File: src/rtl/bldc_pkg.sv
// Shared definitions for the BLDC six-step commutator: FSM encoding, hall codes,
// gate bit positions and the sector/direction to gate-pattern table.
package bldc_pkg;

  typedef enum logic [1:0] {
    ST_OFF   = 2'd0,
    ST_DEAD  = 2'd1,
    ST_DRIVE = 2'd2,
    ST_FAULT = 2'd3
  } state_t;

  localparam logic [2:0] HALL_NONE = 3'b000;
  localparam logic [2:0] HALL_ALL  = 3'b111;

  localparam int PH_AH = 0;
  localparam int PH_BH = 1;
  localparam int PH_CH = 2;
  localparam int PH_AL = 3;
  localparam int PH_BL = 4;
  localparam int PH_CL = 5;

  function automatic logic hall_valid(input logic [2:0] code);
    return (code != HALL_NONE) && (code != HALL_ALL);
  endfunction

  // Forward pairs are listed as (high bit, low bit); reverse drives the same two
  // phases with high and low exchanged.
  function automatic logic [5:0] comm_pattern(input logic [2:0] sec, input logic dir);
    logic [5:0] p;
    int         hp;
    int         lp;
    p  = '0;
    hp = PH_AH;
    lp = PH_BL;
    case (sec)
      3'b101:  begin hp = PH_AH; lp = PH_BL; end
      3'b100:  begin hp = PH_AH; lp = PH_CL; end
      3'b110:  begin hp = PH_BH; lp = PH_CL; end
      3'b010:  begin hp = PH_BH; lp = PH_AL; end
      3'b011:  begin hp = PH_CH; lp = PH_AL; end
      3'b001:  begin hp = PH_CH; lp = PH_BL; end
      default: begin hp = PH_AH; lp = PH_BL; end
    endcase
    if (hall_valid(sec)) begin
      if (!dir) begin
        p[hp] = 1'b1;
        p[lp] = 1'b1;
      end else begin
        p[lp - 3] = 1'b1;
        p[hp + 3] = 1'b1;
      end
    end
    return p;
  endfunction

endpackage

File: src/rtl/hall_debounce.sv
// Two-flop synchroniser for the three hall pins followed by a stability counter;
// a code is accepted after DEBOUNCE identical synchronised samples.
module hall_debounce #(
  parameter int DEBOUNCE = 4
) (
  input  logic       i_clk,
  input  logic       i_rst,
  input  logic [2:0] i_hall,
  output logic [2:0] o_code,
  output logic       o_change
);

  localparam int DB = (DEBOUNCE < 1) ? 1 : DEBOUNCE;
  localparam int CW = $clog2(DB + 1);

  logic [2:0]    r_sync1;
  logic [2:0]    r_sync2;
  logic [2:0]    r_cand;
  logic [CW-1:0] r_cnt;
  logic [2:0]    r_code;
  logic          r_change;
  logic [CW-1:0] w_cnt_nxt;

  // r_cand is the previous synchronised sample; the count restarts whenever it differs.
  assign w_cnt_nxt = (r_sync2 != r_cand)   ? CW'(1) :
                     (r_cnt == CW'(DB))     ? r_cnt  : r_cnt + 1'b1;

  always_ff @(posedge i_clk or posedge i_rst) begin
    if (i_rst) begin
      r_sync1  <= '0;
      r_sync2  <= '0;
      r_cand   <= '0;
      r_cnt    <= '0;
      r_code   <= '0;
      r_change <= 1'b0;
    end else begin
      r_sync1 <= i_hall;
      r_sync2 <= r_sync1;
      r_cand  <= r_sync2;
      r_cnt   <= w_cnt_nxt;
      if ((w_cnt_nxt == CW'(DB)) && (r_sync2 != r_code)) begin
        r_code   <= r_sync2;
        r_change <= 1'b1;
      end else begin
        r_change <= 1'b0;
      end
    end
  end

  assign o_code   = r_code;
  assign o_change = r_change;

endmodule

File: src/rtl/bldc_commutator.sv
// Six-step trapezoidal commutation sequencer: debounced hall sector, dead-time
// on every switch-set change, edge-aligned high-side PWM and sticky hall fault.
module bldc_commutator
  import bldc_pkg::*;
#(
  parameter int PWM_PERIOD = 800,
  parameter int DEADTIME   = 16,
  parameter int DEBOUNCE   = 4,
  parameter int DUTY_W     = 16,
  parameter int PER_W      = 24
) (
  input  logic              CLK,
  input  logic              reset,
  input  logic              enable,
  input  logic              dir,
  input  logic [DUTY_W-1:0] duty,
  input  logic              hall1,
  input  logic              hall2,
  input  logic              hall3,
  output logic [5:0]        PHASES,
  output logic              hall_fault,
  output logic [2:0]        sector,
  output logic [PER_W-1:0]  comm_period,
  output logic [1:0]        o_state_dbg
);

  localparam int DT = (DEADTIME < 1) ? 1 : DEADTIME;
  localparam int DW = $clog2(DT + 1);
  localparam int PW = $clog2(PWM_PERIOD);
  localparam logic [DUTY_W-1:0] DUTY_MAX = DUTY_W'(PWM_PERIOD);
  localparam logic [PER_W-1:0]  PER_MAX  = '1;

  logic [2:0]        w_sector;
  logic              w_change;
  logic              w_valid;
  logic              w_retarget;
  logic              w_pwm_on;
  logic [5:0]        w_pat;
  logic [5:0]        w_drive;

  state_t            r_state;
  logic [DW-1:0]     r_dead;
  logic [2:0]        r_tgt_sec;
  logic              r_tgt_dir;
  logic [5:0]        r_phases;
  logic              r_fault;
  logic [PW-1:0]     r_pwm;
  logic [DUTY_W-1:0] r_duty;
  logic [PER_W-1:0]  r_per_cnt;
  logic [PER_W-1:0]  r_comm;

  hall_debounce #(.DEBOUNCE(DEBOUNCE)) u_hall (
    .i_clk   (CLK),
    .i_rst   (reset),
    .i_hall  ({hall3, hall2, hall1}),
    .o_code  (w_sector),
    .o_change(w_change)
  );

  assign w_valid    = hall_valid(w_sector);
  assign w_retarget = (w_sector != r_tgt_sec) || (dir != r_tgt_dir);
  assign w_pwm_on   = 32'(r_pwm) < 32'(r_duty);
  assign w_pat      = comm_pattern(r_tgt_sec, r_tgt_dir);
  assign w_drive    = {w_pat[5:3], w_pat[2:0] & {3{w_pwm_on}}};

  // Duty is sampled only at the wrap so a period is never cut short or stretched.
  always_ff @(posedge CLK or posedge reset) begin
    if (reset) begin
      r_pwm  <= '0;
      r_duty <= '0;
    end else if (r_pwm == PW'(PWM_PERIOD - 1)) begin
      r_pwm  <= '0;
      r_duty <= (duty > DUTY_MAX) ? DUTY_MAX : duty;
    end else begin
      r_pwm <= r_pwm + 1'b1;
    end
  end

  always_ff @(posedge CLK or posedge reset) begin
    if (reset) begin
      r_per_cnt <= '0;
      r_comm    <= PER_MAX;
    end else if (w_change && w_valid) begin
      r_comm    <= (r_per_cnt == PER_MAX) ? PER_MAX : r_per_cnt + 1'b1;
      r_per_cnt <= '0;
    end else if (r_per_cnt == PER_MAX) begin
      r_comm <= PER_MAX;
    end else begin
      r_per_cnt <= r_per_cnt + 1'b1;
    end
  end

  // Gates are driven only from the latched target pair, never from the live sector.
  always_ff @(posedge CLK or posedge reset) begin
    if (reset) begin
      r_state   <= ST_OFF;
      r_dead    <= '0;
      r_tgt_sec <= '0;
      r_tgt_dir <= 1'b0;
      r_phases  <= '0;
      r_fault   <= 1'b0;
    end else begin
      r_phases <= (r_state == ST_DRIVE) ? w_drive : 6'b0;
      r_fault  <= (r_state == ST_FAULT);
      case (r_state)
        ST_OFF: begin
          if (enable) begin
            if (!w_valid) begin
              r_state <= ST_FAULT;
            end else begin
              r_state   <= ST_DEAD;
              r_dead    <= DW'(DT);
              r_tgt_sec <= w_sector;
              r_tgt_dir <= dir;
            end
          end
        end
        ST_DEAD: begin
          if (!enable) begin
            r_state <= ST_OFF;
          end else if (!w_valid) begin
            r_state <= ST_FAULT;
          end else if (w_retarget) begin
            r_dead    <= DW'(DT);
            r_tgt_sec <= w_sector;
            r_tgt_dir <= dir;
          end else if (r_dead == DW'(1)) begin
            r_state <= ST_DRIVE;
          end else begin
            r_dead <= r_dead - 1'b1;
          end
        end
        ST_DRIVE: begin
          if (!enable) begin
            r_state <= ST_OFF;
          end else if (!w_valid) begin
            r_state <= ST_FAULT;
          end else if (w_retarget) begin
            r_state   <= ST_DEAD;
            r_dead    <= DW'(DT);
            r_tgt_sec <= w_sector;
            r_tgt_dir <= dir;
          end
        end
        ST_FAULT: begin
          if (!enable) begin
            r_state <= ST_OFF;
          end
        end
        default: r_state <= ST_OFF;
      endcase
    end
  end

  assign PHASES      = r_phases;
  assign hall_fault  = r_fault;
  assign sector      = w_sector;
  assign comm_period = r_comm;
  assign o_state_dbg = r_state;

endmodule

File: config.mk
export PLATFORM = sky130hd
export DESIGN_NAME = bldc_commutator
export DESIGN_NICKNAME = d
export VERILOG_FILES = /design/src/rtl/bldc_pkg.sv /design/src/rtl/hall_debounce.sv /design/src/rtl/bldc_commutator.sv
export SDC_FILE = /design/constraint.sdc
export NUM_CORES = 1
export LEC_CHECK = 0
export ABC_AREA = 1
export BUFFER_PORTS_ARGS = -buffer_cell sky130_fd_sc_hd__buf_4
export CAP_MARGIN = 25
export CORE_MARGIN = 3
export CORE_UTILIZATION = 50
export DETAILED_ROUTE_END_ITERATION = 10
export PLACE_DENSITY = 0.69
export SKIP_CTS_REPAIR_TIMING = 1
export SYNTH_ARGS = -nofsm -noshare
export SYNTH_HDL_FRONTEND = slang
export SYNTH_SLANG_ARGS = --single-unit
File: constraint.sdc
create_clock -name CLK -period 3.36 [get_ports CLK]
set_input_delay 0.168 -clock CLK [delete_from_list [all_inputs] [get_ports CLK]]
set_output_delay 0.168 -clock CLK [all_outputs]
set_load 0.01 [all_outputs]
**Word level (Yosys, flattened, before mapping)**

Cells that the tools add are included.

- Flip-flop bits (word level): 108
- Bits in latches: 0
- Memory bits (writable): 0
- ROM bits: 0
- Input bits: 23
- Output and inout port bits: 36
- Logic and storage cells: 149
- Memories: 0

- $add $sub $neg: 6
- $mul: 0
- Divide/modulo/power cells: 0
- $lt $le $gt $ge: 10
- Equal/unequal tests: 35
- Shift-type cells: 0
- Multiplexer cells: 56
- Bitwise logic cells: 3
- Reductions and logical operators: 23

Operators by type and width:

| kind | count |
|---|---|
| >= comparator 32 x 1 -> 1 bit, second input constant | 4 |
| less-than comparator 32 x 5 -> 1 bit, second input constant | 4 |
| two-way mux 24 bit | 5 |
| two-way mux 5 bit | 9 |
| adder 32 x 3 -> 32 bit, second input constant | 1 |
| subtractor 32 x 3 -> 32 bit, second input constant | 1 |
| adder 24 x 1 -> 24 bit, second input constant | 1 |
| == test 24 bit, second input constant | 1 |
| two-way mux 3 bit | 7 |
| two-way mux 2 bit | 10 |
| two-way mux 6 bit | 3 |
| != test 2 bit, second input constant | 9 |
| greater-than comparator 16 x 10 -> 1 bit, second input constant | 1 |
| less-than comparator 10 x 16 -> 1 bit | 1 |
| two-way mux 16 bit | 1 |
| case mux 5 bit (3 select lines) | 1 |
| demux 1 bit (select 3 bit) | 4 |
| == test 3 bit, second input constant | 4 |
| != test 4 bit, second input constant | 3 |
| OR 6 bit | 2 |
| case mux 3 bit (2 select lines) | 2 |
| adder 10 x 1 -> 10 bit, second input constant | 1 |
| == test 10 bit, second input constant | 1 |
| two-way mux 1 bit | 10 |
| other kinds (25) | 47 |

**Logic depth before layout (Yosys ltp)**

Gate-level depths: netlist of run 1.

- Depth in word-level cells: 13
- Gate-level depth with buffers: 12
- Depth with buffers taken out: 11

**By module**

Synthesis of run 1 repeated with hierarchy kept, for this count alone.

- Cells, all modules: 720
- Area, all modules: 5,791.8 um^2

By module, submodules not included:

| module | instances | cells an instance | area each (um^2) | seq. area each (um^2) |
|---|---|---|---|---|
| bldc_commutator | 1 | 641 | 5,066.1 | 2,332.2 |
| hall_debounce | 1 | 79 | 725.7 | 400.4 |

**Worst setup path after synthesis of run 1**

No wires, ideal clock.

- Path kind: reg2reg
- Start: reg r_per_cnt[0]
- End: reg r_per_cnt[18]
- Library setup time: 133 ps
- Arrival: 1,466 ps
- Data required time: 3,227 ps
- Setup slack: 1,761 ps
- Stages on the path, launching flop included: 10
- Buffers on the path: 0
- Period minus slack after synthesis: 1,599 ps
- Path through: dfrtp_1 > ha_1 > nand3_4 > clkinv_2 > nand2_2 > nor2_4 > nand2_4 > clkinv_1 > nand2_1 > o21ai_0

- Longest elaborated chain between the ends: 3
- Elaborated cells between the ends (all ways): 5
- Classes of those cells: 1 x add/sub; 2 x eq/ne; 2 x mux

RTL lines:

| element | RTL line | text |
|---|---|---|
| start, declared | bldc_commutator.sv:49 | `logic [PER_W-1:0] r_per_cnt;` |
| start signal, assigned | bldc_commutator.sv:89 | `r_per_cnt <= r_per_cnt + 1'b1;` |
| adder 24 x 1 -> 24 bit | bldc_commutator.sv:89 |  |
| two-way mux 24 bit | bldc_commutator.sv:86 | `end else if (r_per_cnt == PER_MAX) begin` |
| two-way mux 24 bit | bldc_commutator.sv:83 | `end else if (w_change && w_valid) begin` |

Several ways; a longest one is shown, not always the timed one. The select of a mux whose other input is x is not followed.
A chain may end at the register's enable or synchronous reset.

**Worst setup path after layout of run 1**

Ends and elaborated chain as after synthesis.

==> results of run 1 <==
## power by group through the flow
stage	combinational, mW	clock [mW]	sequential, mW
floorplan	0.380	0	1.43
global placement	0.509	0	1.43
detailed placement	0.522	0	1.44
CTS	0.524	1.15	1.41
global route	0.602	1.20	1.42
finish	0.527	1.12	1.41
## final timing paths
path | end | slack, ns | cells past startpoint
max | r_per_cnt[18]$_DFFE_PP0P_ | 1.37 | 9
min reg2reg | u_hall.r_sync2[1]$_DFF_PP0_ | 0.35 | 0
min in group CLK | r_duty[9]$_DFFE_PP0N_ | 0.06 | 3
max in group asynchronous | comm_period[13]$_DFFE_PP1P_ | 2.97 | 3
max reg2reg | r_per_cnt[18]$_DFFE_PP0P_ | 1.37 | 9
min | r_duty[12]$_DFFE_PP0N_ | -0.05 | 3
## logic make-up after synthesis
| kind of cell | Yosys count |
|---|---|
| AOI/OAI and AO/OA | 64 |
| xor gates and xnor gates | 24 |
| adders and majority gates | 19 |
| buffers and inverters | 83 |
| DFF | 108 |
| muxes | 1 |
| and+or+nand+nor | 387 |
## per-layer routing
| layer | up-vias | routed length, um |
|---|---|---|
| li1 | 2289 | - |
| met1 | 2115 | 5300 |
| met2 | 105 | 5550 |
| met3 | 19 | 592 |
| met4 | 0 | 276 |
| met5 | - | 0 |
## state kept, by name, summed over array words and instances (netlist names), 2 cells and up
name	count
comm_period	24
u_hall.r_sync1	3
PHASES	6
r_dead	5
u_hall.r_cnt	3
r_per_cnt	24
r_tgt_sec	3
r_pwm	10
o_state_dbg	2
u_hall.r_sync2	3
r_duty	16
u_hall.o_code	3
u_hall.r_cand	3
## tightest hold or removal path: stages
cell	delay [ns]
buf_4	0.12
inv_4	0.05
buf_12	0.41
## cell usage in the layout (no fill, tap or decap), types with 5 or more instances in the layout
cell type,n
a21oi_1,15
a31oi_1,7
buf_4,58
clkbuf_16,9
dfrtp_1,84
dfstp_2,24
ha_1,19
inv_1,67
nand2_1,195
nand2_2,7
nand3_1,30
nand3b_1,6
nor2_1,92
nor2_2,29
nor2_4,5
nor3_1,8
o211ai_1,5
o21ai_0,20
o21ai_1,6
xnor2_1,10
xor2_1,14
## per-stage QoR
stage	utilization	setup WS [ns]	instances	hold slack, ns	total power, mW
after floorplan	-	0.386	686	0.199	1.81
after global placement	0.569	1.48	876	0.279	1.94
after detailed placement	0.569	1.38	876	0.279	1.96
after CTS	0.598	1.36	892	-0.0894	3.09
after global routing	0.600	1.08	895	0.0212	3.23
final	0.600	1.37	895	-0.0494	3.06
## final cells by class
cell class	instances	area [um^2]	area share
flip-flops and latches	108	2730	0.414
inverters	74	282	0.0427
clock buffers	12	236	0.0359
well taps	140	175	0.0266
multi-input cells	495	2610	0.396
clock inverters	4	73.8	0.0112
repair buffers	62	485	0.0736
==> impl_metrics.csv, run 1 <==
group,metric,value,unit
status,status,"finished, violations left",
status,violations,"negative hold slack",
critical_path,r2r-start,"r_per_cnt[0]$_DFFE_PP0P_",
grt,grt_first_pass_wirelength,20.0,mm
clocking,numCtsBuffers,9,
critical_path,worst-setup-path-type,"reg2reg",
critical_path,crit_arrival,2.19,ns
yosys,ys_ff_latch,108,
final_layout,nNetsFinal,792,
timing,max_freq,503,MHz
timing,finalCriticalPeriod,1.99,ns
floorplanning,die_h,113,um
hold_path,hp-class,"in2async",
floorplanning,dieWidth,113,um
power,switching_share,0.277,
power,p_leak,3.38,nW
yosys,synth_top_area_share,0.369,
grt,grt-ovfl-total,0,
critical_path,critical_path_peak_fanout,13,
power,power.switching,0.849,mW
clocking,root_buffer,"clkbuf_16",
timing,setup_viol,0,
clocking,cts_buffer_depth,2,
critical_path,crit_family,"simple AND/OR/NAND/NOR gates",
drt,antenna_left,0,
critical_path,startpoint,"r_per_cnt[0]$_DFFE_PP0P_",
job,max_cap_violations,0,
yosys,post_synth_main_area_contributors,"dfrtp_1, nand2_1, dfstp_2",
yosys,synth-edff-count,0,
power,p_per_area,465,nW/um^2
yosys,yosys-mux-area-fraction,0.00176,
timing,hold_viol_final,60,
critical_path,cpPeakStageDelay,0.44,ns
power,combPwrFrac,0.172,
clocking,insertion_delay,0.35,ns
grt,grt_max_degree,109,
final_layout,n_fill_cell,998,
clocking,cts.sinks,108,
place,place_congestion,0.919,
yosys,netlist_area,5700,um^2
floorplanning,core,11000,um^2
final_layout,drive_gt1_frac,0.205,
grt,antenna_found_initial,0,
yosys,ys_seq_area_frac,0.479,
yosys,yosysMostFrequentCell,"nand2_1",
grt,use_met1,0.257,
clocking,cts_tree,"yes",
critical_path,start_kind,"flop",
power,vdd_ir_drop_max,348,uV
timing,worst_slew_pin_slew,0.839,ns
timing,grt_setup_unrepaired,"no",
timing,fin_skew,0.0102,ns
critical_path,path_cells,"ha_1 -> nand3_4 -> clkinv_2 -> nand2_2 -> nor2_4 -> nand2_4 -> clkinv_1 -> nand2_1 -> o21ai_0",
timing,setup-tns-final,0,ns
drt,drc,0,
yosys,synth_compound_area_frac,0.0670,
timing,finalCritPeriodShare,0.592,
final_layout,design_area,6590,um^2
yosys,synth_top_family_by_area,"simple AND/OR/NAND/NOR gates",
yosys,synth_simple_gate_area_frac,0.310,
critical_path,crit_slowest_cell,"dfrtp_1",
yosys,synth_fa_ha_area_frac,0.0417,
clocking,path_clk_slew,0.07,ns
critical_path,critical_path_required,3.56,ns
critical_path,end_kind,"flop",
yosys,syn_area_per_cell,8.31,um^2
drt,wl_per_cell,13.1,um
place,placed_cell_area,6250,um^2
final_layout,area_growth,15.7,%
drt,firstDrtPassIters,5,
power,p_int,2.21,mW
grt,grt_use_met3,0.0358,
final_layout,insertedDiodeCount,0,
yosys,syn_inst,686,
critical_path,path_buf_inv,2,
place,dp_hpwl,8.79,mm
drt,drt_first_iter_violations,245,
drt,via_per_inst,5.06,
drt,vias,4528,
floorplanning,start_util,0.519,
timing,relSlewSlack,0.437,
yosys,yosysWarnings,0,
yosys,synthTopCellsByCount,"nand2_1, nor2_1, dfrtp_1",
power,clkPwrFrac,0.367,
timing,hold_slack,-0.0494,ns
drt,routed_wl,11.7,mm
yosys,async_reset_ff_frac,1.00,
yosys,synthDistinctLibCells,47,
floorplanning,num_rows,38,
place,port-buffer-count,58,
timing,slew_violations,0,
grt,met2_usage,0.317,
yosys,yosys.area_share.xor_xnor,0.0369,
grt,grt_use_total,0.196,
clocking,htreeDepth,3,
grt,busiest_layer,"met2",
floorplanning,dieArea,12700,um^2
yosys,yosysTopAreaCell,"dfrtp_1",
yosys,synth_flop_cell,"dfrtp_1",
grt,first_global_vias,4338,
floorplanning,pin_count,59,
yosys,synth.net_count,728,
power,power_frac_seq,0.462,
Power figures use the tool's default switching activity.
==> inputs of run 2 (changes only) <==
--- a/config.mk
+++ b/config.mk
@@ -5,13 +5,13 @@
 export SDC_FILE = /design/constraint.sdc
 export NUM_CORES = 1
 export LEC_CHECK = 0
-export ABC_AREA = 1
+export ABC_AREA = 0
 export BUFFER_PORTS_ARGS = -buffer_cell sky130_fd_sc_hd__buf_4
 export CAP_MARGIN = 25
 export CORE_MARGIN = 3
 export CORE_UTILIZATION = 50
 export DETAILED_ROUTE_END_ITERATION = 10
-export PLACE_DENSITY = 0.69
+export PLACE_DENSITY = 0.72
 export SKIP_CTS_REPAIR_TIMING = 1
 export SYNTH_ARGS = -nofsm -noshare
 export SYNTH_HDL_FRONTEND = slang
==> constraint.sdc (replaced) <==
create_clock -name CLK -period 1.7 [get_ports CLK]
set_input_delay 0.085 -clock CLK [delete_from_list [all_inputs] [get_ports CLK]]
set_output_delay 0.085 -clock CLK [all_outputs]
set_load 0.01 [all_outputs]
==> run 2 against run 1 <==
- the flow finishes with violations (negative hold slack, negative setup slack)
- power up 110%
- clock skew down 0.0029 ns
- global-route usage up 0.99 points
- utilization up 10 points
- via count down 3.3%
- die area down 6.2%
- final area up 9.8%
- fmax up 2.9%
- combinational power rose to 3.6 times the previous value
- wire length up 5.7%
- synthesized area down 6.5%
- critical endpoint is now u_hall.o_code[1]$_DFFE_PP0P_
- highest routed layer unchanged
==> impl_metrics.csv, run 2 <==
group,metric,value,unit
floorplanning,die_h,109,um
timing,finalCriticalPeriod,1.93,ns
yosys,synthTopCellsByCount,"dfrtp_1, nand2_1, nor2_1",
grt,grt_use_total,0.205,
timing,grt_setup_unrepaired,"yes",
critical_path,crit_arrival,2.19,ns
final_layout,utilization,0.701,
job,max_cap_violations,0,
clocking,path_clk_slew,0.10,ns
yosys,synth_top_area_share,0.395,
critical_path,critical_path_required,1.96,ns
drt,drt_first_iter_violations,213,
power,p_leak,3.30,nW
yosys,netlist_area,5330,um^2
critical_path,r2r.worst_path.cells,7,
critical_path,crit_slowest_cell,"dfrtp_2",
final_layout,insertedDiodeCount,0,
hold_path,whs_endpoint,"o_state_dbg[0]$_DFFE_PP0P_",
yosys,ys_seq_area_frac,0.513,
yosys,yosysTopAreaCell,"dfrtp_1",
yosys,yosysMostFrequentCell,"dfrtp_1",
timing,relSlewSlack,0.590,
drt,antenna_left,0,
critical_path,path_cells,"buf_6 -> buf_6 -> buf_4 -> xor2_2 -> nor3_2 -> nor4b_4 -> mux2_2",
yosys,ys_ff_latch,108,
grt,grt_max_degree,109,
floorplanning,core,10300,um^2
final_layout,nNetsFinal,691,
critical_path,worst-setup-path-type,"reg2reg",
critical_path,cpPeakStageDelay,0.43,ns
yosys,synth_flop_cell,"dfrtp_1",
floorplanning,dieWidth,109,um
critical_path,start_kind,"flop",
drt,wl_per_cell,15.7,um
yosys,synthDistinctLibCells,59,
final_layout,drive_gt1_frac,0.411,
final_layout,area_growth,35.9,%
hold_path,hp-class,"in2reg",
drt,via_per_inst,5.54,
hold_path,hp-start,"enable",
grt,grt_first_pass_wirelength,19.4,mm
critical_path,r2r-start,"u_hall.o_code[1]$_DFFE_PP0P_",
clocking,cts.sinks,108,
critical_path,r2r_end,"u_hall.o_code[1]$_DFFE_PP0P_",
floorplanning,dieArea,11900,um^2
clocking,root_buffer,"clkbuf_8",
yosys,post_synth_main_area_contributors,"dfrtp_1, dfstp_2, ha_1",
floorplanning,pin_count,59,
status,status,"finished, violations left",
hold_path,hold_path_depth,3,
yosys,synth.net_count,539,
yosys,async_reset_ff_frac,1.00,
place,place_congestion,0.848,
timing,fin_ws,-0.232,ns
yosys,syn_area_per_cell,10.7,um^2
status,violations,"negative hold slack, negative setup slack",
power,report.power.total,6.44,mW
clocking,numCtsBuffers,9,
floorplanning,num_rows,37,
timing,hold_viol_final,2,
grt,first_global_vias,4224,
clocking,cts_tree,"yes",
clocking,cts_buffer_depth,2,
final_layout,final_cell_mix,"buf_4, dfrtp_1, nand2_1",
final_layout,n_fill_cell,739,
critical_path,crit_path_frequent_cell,"buf_6",
timing,slew_violations,0,
timing,hold_slack,-0.00553,ns
timing,finalCritPeriodShare,1.14,
final_layout,final_common_cell,"buf_4",
grt,antenna_found_initial,0,
timing,worst_slew_pin_slew,0.612,ns
timing,fin_skew,0.00729,ns
power,p_per_area,889,nW/um^2
clocking,insertion_delay,0.37,ns
place,dp_hpwl,8.19,mm
critical_path,critical_path_peak_fanout,5,
grt,grt-ovfl-total,0,
drt,routed_wl,12.4,mm
floorplanning,start_util,0.516,
critical_path,reg2reg_slack,-0.23,ns
drt,drc,0,
clocking,htreeDepth,3,
critical_path,end_kind,"flop",
yosys,syn_inst,497,
drt,vias,4379,
timing,setup_viol,45,
power,vdd_ir_drop_max,622,uV
yosys,yosysWarnings,0,
place,port-buffer-count,58,
timing,max_freq,518,MHz
drt,firstDrtPassIters,5,
yosys,synth-edff-count,0,
## run 2: final cells by class
class | count | area (um^2) | share of cell area
Inverter | 28 | 109 | 0.0150
Clock inverter | 6 | 72.6 | 0.0100
Tap cell | 136 | 170 | 0.0235
Sequential cell | 108 | 2740 | 0.378
Multi-Input combinational cell | 344 | 2700 | 0.373
Clock buffer | 10 | 138 | 0.0190
Timing Repair Buffer | 158 | 1320 | 0.182
## run 2: metrics by stage
stage	TNS, ns	worst slack (ns)	area, um^2	hold slack (ns)	std cells
final	-3.10	-0.232	7240	-0.00553	790
after global routing	-8.12	-0.299	7240	0.0100	790
after CTS	-5.65	-0.237	6690	-0.204	766
after detailed placement	-4.17	-0.210	6480	0.195	750
after global placement	-7.32	-0.349	6470	0.195	749
after floorplan	-0.856	-0.0704	5400	0.116	497
## run 2: cell families (layout without fill, tap and decap cells)
logic type / count (synthesis) / count (layout) / synth area share
fa+ha+maj: 19 / 19 / 0.0446
mux: 11 / 11 / 0.0223
xor+xnor: 39 / 39 / 0.0641
buf+inv: 47 / 202 / 0.0390
flops: 108 / 108 / 0.513
simple gates: 168 / 170 / 0.178
compound gates: 105 / 105 / 0.139
## run 2: power by group
part | switching [mW] | internal (mW) | leakage (nW)
Clock | 0.887 | 0.734 | 0.103
Combinational | 0.938 | 0.949 | 1.86
Sequential | 0.153 | 2.77 | 1.33
Total | 1.98 | 4.46 | 3.30
## run 2: layer usage
metal | vias to the layer above | routed length (um) | track usage | share of wire
li1 | 2077 | - | - | -
met1 | 2160 | 5340 | 0.273 | 0.43
met2 | 123 | 6320 | 0.346 | 0.51
met3 | 19 | 505 | 0.0249 | 0.041
met4 | 0 | 221 | 0.0766 | 0.018
met5 | - | 0 | 0 | 0
## run 2: critical path, delay by kind of cell, from the launching register on
| kind | cells | cell delay [ns] |
|---|---|---|
| muxes | 1 | 0.39 |
| and+or+nand+nor | 2 | 0.51 |
| xor gates and xnor gates | 1 | 0.13 |
| DFF | 1 | 0.43 |
| buffers and inverters | 3 | 0.37 |
## run 2: how the worst max path moves through the flow
stage | start | endpoint
floorplan | u_hall.o_code[2]$_DFFE_PP0P_ | o_state_dbg[0]$_DFFE_PP0P_
global placement | u_hall.o_code[2]$_DFFE_PP0P_ | r_per_cnt[3]$_DFFE_PP0P_
detailed placement | u_hall.o_code[2]$_DFFE_PP0P_ | comm_period[11]$_DFFE_PP1P_
CTS | u_hall.o_code[0]$_DFFE_PP0P_ | comm_period[11]$_DFFE_PP1P_
global route | u_hall.o_code[1]$_DFFE_PP0P_ | u_hall.o_code[1]$_DFFE_PP0P_
finish | u_hall.o_code[1]$_DFFE_PP0P_ | u_hall.o_code[1]$_DFFE_PP0P_
==> inputs of run 3 (changes only) <==
--- a/config.mk
+++ b/config.mk
@@ -12,7 +12,6 @@
 export CORE_UTILIZATION = 50
 export DETAILED_ROUTE_END_ITERATION = 10
 export PLACE_DENSITY = 0.72
-export SKIP_CTS_REPAIR_TIMING = 1
 export SYNTH_ARGS = -nofsm -noshare
 export SYNTH_HDL_FRONTEND = slang
 export SYNTH_SLANG_ARGS = --single-unit
==> run 3 against run 2 <==
- the flow still finishes with violations (negative hold slack, negative setup slack)
- register-to-register slack improved by 0.03 ns
- clock skew increased by 0.0054 ns
- critical path type unchanged
- first-iteration DRC count up 31%
- critical endpoint is now r_tgt_dir$_DFFE_PP0P_
- wire length is 16% higher
- utilization up 4.6 points
- power grew 2.3%
- sequential cell count is the same
==> impl_metrics.csv, run 3 (synthesized netlist as in run 2, its figures left out) <==
group,metric,value,unit
status,status,"finished, violations left",
status,violations,"negative hold slack, negative setup slack",
place,dpl_worst_slack,-0.210,ns
power,p_leak,3.49,nW
clocking,insertion_delay,0.39,ns
timing,fin_skew,0.0127,ns
power,power.switching,2.08,mW
final_layout,utilization,0.747,
timing,slew_violations,0,
timing,hold_viol_final,1,
drt,via_per_inst,5.68,
floorplanning,dieArea,11900,um^2
power,combPwrFrac,0.302,
timing,relSlewSlack,0.609,
critical_path,r2r.worst_path.cells,8,
timing,fin_ws,-0.206,ns
final_layout,drive_gt1_frac,0.473,
floorplanning,core,10300,um^2
critical_path,r2r-start,"u_hall.o_code[1]$_DFFE_PP0P_",
final_layout,final_cells,808,
place,dp_cells,750,
place,dp_hpwl,8.19,mm
timing,hold_slack,-0.00262,ns
floorplanning,num_rows,37,
hold_path,hold_path_depth,3,
critical_path,start_kind,"flop",
clocking,root_buffer,"clkbuf_8",
floorplanning,start_util,0.516,
place,port-buffer-count,58,
hold_path,hp-class,"in2reg",
power,p_int,4.50,mW
final_layout,insertedDiodeCount,0,
clocking,cts.sinks,108,
power,switching_share,0.317,
grt,grt_use_total,0.226,
critical_path,critical_path_peak_fanout,4,
hold_path,hp-start,"duty[8]",
final_layout,nNetsFinal,709,
grt,grt_first_pass_wirelength,21.1,mm
timing,finalCritPeriodShare,1.12,
floorplanning,die_h,109,um
final_layout,final_common_cell,"buf_4",
timing,worst_slew_pin_slew,0.587,ns
timing,grt_setup_unrepaired,"yes",
clocking,htreeDepth,3,
clocking,cts_buffer_depth,2,
job,max_cap_violations,0,
final_layout,final_cell_mix,"buf_4, dfrtp_1, nor2_1",
clocking,numCtsBuffers,9,
power,p_per_area,853,nW/um^2
grt,grt_max_degree,109,
final_layout,n_fill_cell,619,
power,report.power.total,6.58,mW
critical_path,crit_arrival,2.18,ns
clocking,cts_tree,"yes",
floorplanning,dieWidth,109,um
grt,antenna_found_initial,0,
critical_path,critical_path_required,1.97,ns
drt,wl_per_cell,17.8,um
drt,routed_wl,14.4,mm
drt,vias,4593,
timing,max_freq,525,MHz
drt,antenna_left,0,
power,power_frac_seq,0.446,
drt,firstDrtPassIters,4,
timing,finalCriticalPeriod,1.91,ns
drt,drt_first_iter_violations,278,
drt,drc,0,
power,vdd_ir_drop_max,589,uV
power,clkPwrFrac,0.252,
final_layout,area_growth,44.8,%
critical_path,worst-setup-path-type,"reg2reg",
floorplanning,pin_count,59,
timing,setup-tns-final,-3.63,ns
critical_path,reg2reg_slack,-0.21,ns
critical_path,end_kind,"flop",
place,place_congestion,0.848,
critical_path,r2r_end,"r_tgt_dir$_DFFE_PP0P_",
grt,grt-ovfl-total,0,
timing,setup_viol,53,
clocking,path_clk_slew,0.10,ns
grt,first_global_vias,4523,
hold_path,whs_endpoint,"r_duty[8]$_DFFE_PP0N_",
==> run 3: changes by cell type in the layout (fill, tap and decap cells not counted), moves of 4 or more <==
| cell | delta |
|---|---|
| nand2_1 | -10 |
| nand2_4 | +6 |
| a21oi_1 | -5 |
| a21oi_2 | +5 |
| buf_12 | +5 |
| buf_4 | +4 |
| buf_6 | +4 |
| ha_1 | -4 |
| nand2_2 | +4 |
| nor3_1 | -4 |
| o21ai_0 | -4 |
==> run 3: routing by layer <==
metal / track usage / routed length (um) / up-vias
li1: - / - / 2127
met1: 0.290 / 6010 / 2288
met2: 0.390 / 7350 / 151
met3: 0.0326 / 689 / 27
met4: 0.0793 / 295 / 0
met5: 0 / 0 / -
==> run 3: what timing repair did <==
item	in CTS	in global routing
gates resized for setup	49	84
setup endpoints to repair	62	81
hold buffers	14	0
pin swaps	21	38
gates cloned	2	5
endpoints found under the hold margin	97	0
buffers inserted	12	11
==> run 3: critical path, stage by stage, from the launching register on <==
cell	delay (ns)
dfrtp_2	0.43
buf_6	0.13
buf_6	0.13
xnor2_2	0.12
nand4_1	0.16
buf_4	0.15
mux2i_4	0.07
nor3_4	0.23
mux2_2	0.38
==> run 3: stage by stage <==
stage | cell area [um^2] | hold WS, ns
2_1_floorplan | 5400 | 0.116
3_3_place_gp | 6470 | 0.195
3_5_place_dp | 6480 | 0.195
4_1_cts | 7140 | 0.000505
5_1_grt | 7710 | 0.00475
6_report | 7710 | -0.00262
==> run 3: area by class of cell <==
| type | count | area (um^2) | area share |
|---|---|---|---|
| inverters | 28 | 109 | 0.0141 |
| flip-flops and latches | 108 | 2740 | 0.355 |
| clock buffers | 10 | 138 | 0.0178 |
| repair buffers | 175 | 1560 | 0.202 |
| well taps | 136 | 170 | 0.0221 |
| multi-input cells | 345 | 2930 | 0.379 |
| clock inverters | 6 | 72.6 | 0.00941 |
==> run 3: how the worst max path moves through the flow <==
stage / start / to / slack [ns] / depth (start not counted)
floorplan: u_hall.o_code[2]$_DFFE_PP0P_ / o_state_dbg[0]$_DFFE_PP0P_ / -0.07 / 5
global placement: u_hall.o_code[2]$_DFFE_PP0P_ / r_per_cnt[3]$_DFFE_PP0P_ / -0.35 / 4
detailed placement: u_hall.o_code[2]$_DFFE_PP0P_ / comm_period[11]$_DFFE_PP1P_ / -0.21 / 6
CTS: u_hall.o_code[1]$_DFFE_PP0P_ / r_tgt_dir$_DFFE_PP0P_ / -0.16 / 9
global route: u_hall.o_code[1]$_DFFE_PP0P_ / o_state_dbg[0]$_DFFE_PP0P_ / -0.26 / 8
finish: u_hall.o_code[1]$_DFFE_PP0P_ / r_tgt_dir$_DFFE_PP0P_ / -0.21 / 8
==> run 3: power by group through the flow <==
| stage | clock network (mW) | logic, mW | registers, mW |
|---|---|---|---|
| after floorplan | 0 | 0.925 | 3.00 |
| after global placement | 0 | 1.54 | 2.95 |
| after detailed placement | 0 | 1.60 | 2.97 |
| after CTS | 1.68 | 1.79 | 2.92 |
| after global routing | 1.79 | 2.19 | 2.96 |
| final | 1.66 | 1.99 | 2.93 |
